$ cat src/rtl/multicycle_controller.sv
// rtl/multicycle_controller.sv - multicycle MIPS-subset control FSM with memory-ready handshake
module multicycle_controller (
   input  logic       clk,
   input  logic       rst,
   input  logic [5:0] opcode,
   input  logic [5:0] func,
   input  logic       zero,
   input  logic       mem_ready,
   output logic       pc_en,
   output logic [1:0] PCsrc,
   output logic       IorD,
   output logic       MemRead,
   output logic       MemWrite,
   output logic       IRWrite,
   output logic       RegWrite,
   output logic       RegDst,
   output logic       Jal,
   output logic       slt,
   output logic       MemToReg,
   output logic       ALUsrcA,
   output logic [1:0] ALUsrcB,
   output logic [1:0] ALUop,
   output logic [3:0] state,
   output logic       done,
   output logic       illegal
);

   typedef enum logic [3:0] {
      S_FETCH    = 4'd0,
      S_DECODE   = 4'd1,
      S_R_EX     = 4'd2,
      S_R_WB     = 4'd3,
      S_MEM_ADDR = 4'd4,
      S_MEM_RD   = 4'd5,
      S_LW_WB    = 4'd6,
      S_MEM_WR   = 4'd7,
      S_BEQ      = 4'd8,
      S_JUMP     = 4'd9,
      S_JAL      = 4'd10,
      S_JR       = 4'd11,
      S_I_EX     = 4'd12,
      S_I_WB     = 4'd13
   } state_t;

   localparam logic [5:0] OP_RTYPE = 6'b000000;
   localparam logic [5:0] OP_J     = 6'b000010;
   localparam logic [5:0] OP_JAL   = 6'b000011;
   localparam logic [5:0] OP_BEQ   = 6'b000100;
   localparam logic [5:0] OP_ADDI  = 6'b001000;
   localparam logic [5:0] OP_SLTI  = 6'b001010;
   localparam logic [5:0] OP_LW    = 6'b100011;
   localparam logic [5:0] OP_SW    = 6'b101011;

   localparam logic [5:0] F_JR  = 6'b001000;
   localparam logic [5:0] F_ADD = 6'b100000;
   localparam logic [5:0] F_SUB = 6'b100010;
   localparam logic [5:0] F_AND = 6'b100100;
   localparam logic [5:0] F_OR  = 6'b100101;
   localparam logic [5:0] F_SLT = 6'b101010;

   state_t cur, nxt;
   logic   ready;
   logic   r_alu;

   // Masking with rst keeps the reset-time outputs free of enables even if memory reports ready.
   assign ready = mem_ready & rst;
   assign r_alu = (func == F_ADD) || (func == F_SUB) || (func == F_AND) ||
                  (func == F_OR)  || (func == F_SLT);
   assign state = cur;

   always_ff @(posedge clk or negedge rst) begin
      if (!rst)
         cur <= S_FETCH;
      else
         cur <= nxt;
   end

   always_comb begin
      nxt      = S_FETCH;
      pc_en    = 1'b0;
      PCsrc    = 2'd0;
      IorD     = 1'b0;
      MemRead  = 1'b0;
      MemWrite = 1'b0;
      IRWrite  = 1'b0;
      RegWrite = 1'b0;
      RegDst   = 1'b0;
      Jal      = 1'b0;
      slt      = 1'b0;
      MemToReg = 1'b0;
      ALUsrcA  = 1'b0;
      ALUsrcB  = 2'd0;
      ALUop    = 2'd0;
      done     = 1'b0;
      illegal  = 1'b0;

      case (cur)
         S_FETCH: begin
            MemRead = 1'b1;
            ALUsrcB = 2'd1;
            IRWrite = ready;
            pc_en   = ready;
            nxt     = ready ? S_DECODE : S_FETCH;
         end
         S_DECODE: begin
            ALUsrcB = 2'd3;
            case (opcode)
               OP_RTYPE: begin
                  if (r_alu)             nxt = S_R_EX;
                  else if (func == F_JR) nxt = S_JR;
                  else                   illegal = 1'b1;
               end
               OP_LW, OP_SW:     nxt = S_MEM_ADDR;
               OP_BEQ:           nxt = S_BEQ;
               OP_J:             nxt = S_JUMP;
               OP_JAL:           nxt = S_JAL;
               OP_ADDI, OP_SLTI: nxt = S_I_EX;
               default:          illegal = 1'b1;
            endcase
         end
         S_R_EX: begin
            ALUsrcA = 1'b1;
            ALUop   = 2'd2;
            nxt     = S_R_WB;
         end
         S_R_WB: begin
            RegDst   = 1'b1;
            RegWrite = 1'b1;
            done     = 1'b1;
            slt      = (func == F_SLT);
         end
         S_MEM_ADDR: begin
            ALUsrcA = 1'b1;
            ALUsrcB = 2'd2;
            nxt     = (opcode == OP_LW) ? S_MEM_RD : S_MEM_WR;
         end
         S_MEM_RD: begin
            MemRead = 1'b1;
            IorD    = 1'b1;
            nxt     = ready ? S_LW_WB : S_MEM_RD;
         end
         S_LW_WB: begin
            MemToReg = 1'b1;
            RegWrite = 1'b1;
            done     = 1'b1;
         end
         S_MEM_WR: begin
            MemWrite = 1'b1;
            IorD     = 1'b1;
            done     = ready;
            nxt      = ready ? S_FETCH : S_MEM_WR;
         end
         S_BEQ: begin
            ALUsrcA = 1'b1;
            ALUop   = 2'd1;
            PCsrc   = 2'd1;
            pc_en   = zero;
            done    = 1'b1;
         end
         S_JUMP: begin
            PCsrc = 2'd2;
            pc_en = 1'b1;
            done  = 1'b1;
         end
         S_JAL: begin
            PCsrc    = 2'd2;
            pc_en    = 1'b1;
            Jal      = 1'b1;
            RegWrite = 1'b1;
            done     = 1'b1;
         end
         S_JR: begin
            PCsrc = 2'd3;
            pc_en = 1'b1;
            done  = 1'b1;
         end
         S_I_EX: begin
            ALUsrcA = 1'b1;
            ALUsrcB = 2'd2;
            ALUop   = (opcode == OP_SLTI) ? 2'd1 : 2'd0;
            nxt     = S_I_WB;
         end
         S_I_WB: begin
            RegWrite = 1'b1;
            done     = 1'b1;
            slt      = (opcode == OP_SLTI);
         end
         default: nxt = S_FETCH;
      endcase
   end

endmodule

$ cat config.mk
export PLATFORM = sky130hd
export DESIGN_NAME = multicycle_controller
export DESIGN_NICKNAME = d
export VERILOG_FILES = /design/src/rtl/multicycle_controller.sv
export SDC_FILE = /design/constraint.sdc
export NUM_CORES = 1
export LEC_CHECK = 0
export BUFFER_PORTS_ARGS = -buffer_cell sky130_fd_sc_hd__clkbuf_2
export CORE_MARGIN = 2
export CORE_UTILIZATION = 32
export CTS_CLUSTER_DIAMETER = 200
export DETAILED_ROUTE_END_ITERATION = 16
export HOLD_SLACK_MARGIN = 0.06
export PLACE_DENSITY = 0.72
export SETUP_SLACK_MARGIN = 0.3
export SYNTH_ARGS = -nofsm -noshare
export SYNTH_HDL_FRONTEND = slang
export SYNTH_SLANG_ARGS = --single-unit
$ cat constraint.sdc
create_clock -name clk -period 1.95 [get_ports clk]
set_input_delay 0.2925 -clock clk [delete_from_list [all_inputs] [get_ports clk]]
set_output_delay 0.2925 -clock clk [all_outputs]
set_load 0.01 [all_outputs]
# After elaboration in Yosys (flattened, before gate mapping)
# Cells that the tools add are included.
[word_totals]
word_cells = 73
output_inout_bits = 23
ff_bits = 4
in_bits = 16
[classes]
bitwise_logic = 1
eq_ne = 26
n_mux = 28
n_reduce_logical = 17
[op_table]
columns = ["operator", "count"]
rows = [
  ["$eq A6 B6 Y1 const B", 7],
  ["$pmux W4 S7", 1],
  ["$eq A4 B4 Y1 const B", 6],
  ["$pmux W4 S6", 1],
  ["$eq A6 B4 Y1 const B", 3],
  ["$pmux W2 S3", 3],
  ["$eq A4 B3 Y1 const B", 4],
  ["$mux W1", 14],
  ["$reduce_or A7 Y1", 2],
  ["$eq A6 B2 Y1 const B", 2],
  ["$reduce_or A2 Y1", 6],
  ["$eq A4 B2 Y1 const B", 2],
  ["$mux W4", 2],
  ["$reduce_or A4 Y1", 2],
  ["$eq A6 B3 Y1 const B", 1],
  ["$logic_not A6 Y1", 1],
  ["$pmux W1 S2", 3],
  ["$eq A4 B1 Y1 const B", 1],
  ["$logic_not A4 Y1", 1],
  ["$logic_or A1 B1 Y1", 4],
  ["$mux W2", 2],
  ["$mux W3", 1],
  ["$pmux W1 S3", 1],
  ["$reduce_or A3 Y1", 1],
  ["$and A1 B1 Y1", 1],
]

# Depth between registers and ports, before layout
[depth]
word_depth = 8
mapped_depth = 5
depth_no_buf = 4

# Worst setup path after synthesis
# OpenSTA, ideal clock, no wires.
[synth_timing]
kind = "register to output"
from = "reg cur[3] (netlist: state[3])"
to = "out slt"
setup_slack_ns = 0.272
stages_incl_launch_ff = 5
arrival_time_ns = 1.386
required_ns = 1.657
path_cell_list = "dfrtp_1 > clkbuf_1 > nor3_1 > nand4_1 > a21boi_0"
[synth_between]
elab_chain_len = 2
elab_cells_between_ends = 3
[synth_rtl]
columns = ["item", "line_no", "text"]
rows = [
  ["start: declaration", "61", "state_t cur, nxt;"],
  ["start signal: assignment", "75", "cur <= nxt;"],
  ["$eq A4 B4 Y1 or $eq A4 B2 Y1 (tied branches)", "97", "case (cur)"],
  ["$pmux W1 S2 *", "97", ""],
  ["end: declaration", "18", "output logic slt,"],
]
# Mark *: on every way between the ends. The rest lies on a longest branch, timed or not.

# Worst setup path after layout
[layout_timing]
from = "reg cur[1] (netlist: state[1])"
to = "out illegal"
[layout_between]
elab_chain_len = 2
[layout_rtl]
columns = ["item", "line_no", "text"]
rows = [
  ["$eq A4 B1 Y1", "97", ""],
  ["$mux W1", "97", ""],
  ["end: declaration", "25", "output logic illegal"],
]
# No other way between the ends.

==> run_results.csv <==
group,metric,value,unit
status,outcome,"complete, no violations",
setup_path,arrival,1.48,ns
cells_and_area,drive_gt1_frac,0.491,
cells_and_area,largest_reg_flops,4,
synth,yosys-top-cells-area,"dfrtp_1, nor2_1, a21oi_1",
grt,use_met1,0.234,
die,die_width,52.3,µm
timing,max_freq,564,MHz
grt,grt_pass1_wl,4.04,mm
setup_path,path_max_fanout,7,
cells_and_area,num_antenna_cells,0,
route,drc_errors,0,
timing,final.setup.worst_slack,0.178,ns
setup_path,cp-start-kind,"flip-flop",
timing,setup_viol,0,
route,drt_iter0_drc,39,
clock_tree,cts_tree,"done",
cells_and_area,final_nets,181,
cells_and_area,synthToLayoutAreaGrowth,58.1,%
grt,busiest_layer,"met2",
synth,synth_top_area_frac,0.134,
synth,ys.flop_type,"dfrtp_1",
timing,worst_pin_slew,0.346,ns
route,firstDrtPassIters,4,
timing,timing.final.crit_share,0.909,
timing,min_period,1.77,ns
synth,avgSynthCellArea,6.61,µm²
route,drtAntennaViolNets,0,
die,core,2210,µm²
timing,hold_viol_final,0,
timing,relSlewSlack,0.769,
route,totalWireLength,2.56,mm
clock_tree,clkSinkCount,4,
timing,clock_skew,0.00181,ns
synth,ys.warnings.count,0,
cells_and_area,layout_common_cells,"clkbuf_2, nor2_1, buf_4",
timing,holdWs,0.370,ns
setup_path,crit_start,"state[1]",
worst_hold_path,hp-start,"opcode[2]",
power_and_ir_drop,p_leak,0.554,nW
synth,syn_nets,129,
synth,seq_area_frac_synth,0.134,
synth,synth-async-reset-ratio,1.00,
setup_path,critPathCaptureType,"output pin",
placement,globalplace.congestion,0.882,
timing,rsz0062_at_grt,"true",
synth,synth_cells,113,
setup_path,crit_type,"reg -> out",
timing,setup-tns-final,0,ns
cells_and_area,final_util,0.534,
clock_tree,ctsLongestPathBuffers,2,
power_and_ir_drop,powerDensity,789,nW/µm²
die,num_io_pins,39,
synth,synth_edf_count,0,
die,initial_core_util,0.338,
clock_tree,clkSlewWorstSetupHoldPaths,0.04,ns
synth,ys_types,42,
power_and_ir_drop,ir_drop,371,µV
die,die_y,52.3,µm
clock_tree,htree_levels,1,
placement,dp_slack,0.202,ns
clock_tree,cts-root-buf,"clkbuf_4",
setup_path,reg2reg_slack,0.26,ns
route,wl_per_cell,13.4,µm
placement,io_buffers,38,
grt,grt_max_degree,14,
worst_hold_path,hold_class,"in -> reg",
route,viasPerCell,5.52,
placement,hpwl,1.76,mm
synth,yosys_register_bits,4,
setup_path,critical_path.reg2reg.startpoint,"state[1]",
grt,grt_pass1_vias,960,
clock_tree,cts_buffers,3,
route,vias,1054,
cells_and_area,layout_commonest_cell,"clkbuf_2",
synth,yosysTopAreaCell,"dfrtp_1",
die,dieArea,2740,µm²
die,num_rows,17,
grt,overflow,0,
grt,antenna_found_initial,0,
clock_tree,worstSkewPairLatency,0.24,ns
run,maxCapViolCount,0,
setup_path,worstPathRequired,1.66,ns
grt,grtUsageTotal,0.193,
grt,grt_util_met2,0.331,
synth,netlist_area,747,µm²
timing,slew_violations,0,
grt,use_met3,0.0229,
-- metrics by stage --
step           power [mW]  std cells  area (µm²)
2_1_floorplan       0.476        113         747
3_3_place_gp        0.664        175         962
3_5_place_dp        0.670        175         962
4_1_cts             0.854        187        1090
5_1_grt             0.997        191        1180
6_report            0.932        191        1180
-- kinds of logic after synthesis --
logic type             synth area share
and+or+nand+nor                   0.466
DFF                               0.134
buffers and inverters            0.0838
muxes                            0.0134
AOI/OAI and AO/OA                 0.303
-- synth_stat cells, types with 2 or more instances --
| library cell | n |
|---|---|
| nor3_1 | 7 |
| o21bai_1 | 2 |
| nand4_1 | 4 |
| a211oi_1 | 2 |
| nor2b_1 | 4 |
| dfrtp_1 | 4 |
| a31oi_1 | 4 |
| buf_2 | 2 |
| nand3_1 | 2 |
| nor3b_1 | 2 |
| nand2_1 | 9 |
| a21boi_0 | 2 |
| clkbuf_1 | 5 |
| inv_1 | 6 |
| o21ai_0 | 4 |
| a21oi_1 | 10 |
| nor2_1 | 15 |
| nand2b_1 | 5 |
-- repair_timing --
action / in CTS / in global routing
buffers inserted: 8 / 4
pin swaps: 3 / 5
hold buffers: 1 / 0
hold endpoints to repair: 4 / 0
resized for setup: 13 / 22
setup endpoints to repair: 19 / 19
-- power by group --
part / total [mW] / leakage, nW / internal (mW) / switching [mW]
Sequential: 0.145 / 0.0480 / 0.104 / 0.0410
Combinational: 0.680 / 0.492 / 0.319 / 0.361
Clock: 0.107 / 0.0138 / 0.0691 / 0.0378
-- cell type report --
class	count	area, µm²
multi-input combinational	95	661
tap	28	35.0
fill	229	1030
timing repair buffer	55	332
sequential	4	105
inverter	6	26.3
clock buffer	3	22.5
-- layer usage --
layer	wire (µm)	share of wire
met1	1030	0.40
met5	0	0
met3	172	0.067
met2	1340	0.52
met4	18	0.0070
-- worst paths after layout --
path | cells after the start | endpoint
hold / removal | 2 | state[2]
setup / recovery | 4 | illegal
setup reg to reg | 5 | state[0]
min in group asynchronous | 2 | state[0]
max in group asynchronous | 2 | state[2]
hold reg to reg | 3 | state[3]
-- critical path, cell delays in order (launching register included) --
cell	delay, ns
dfrtp_2	0.47
nor4b_4	0.34
buf_4	0.19
o2bb2ai_1	0.10
buf_2	0.14
Note: power is estimated with default switching activity, not from simulation.
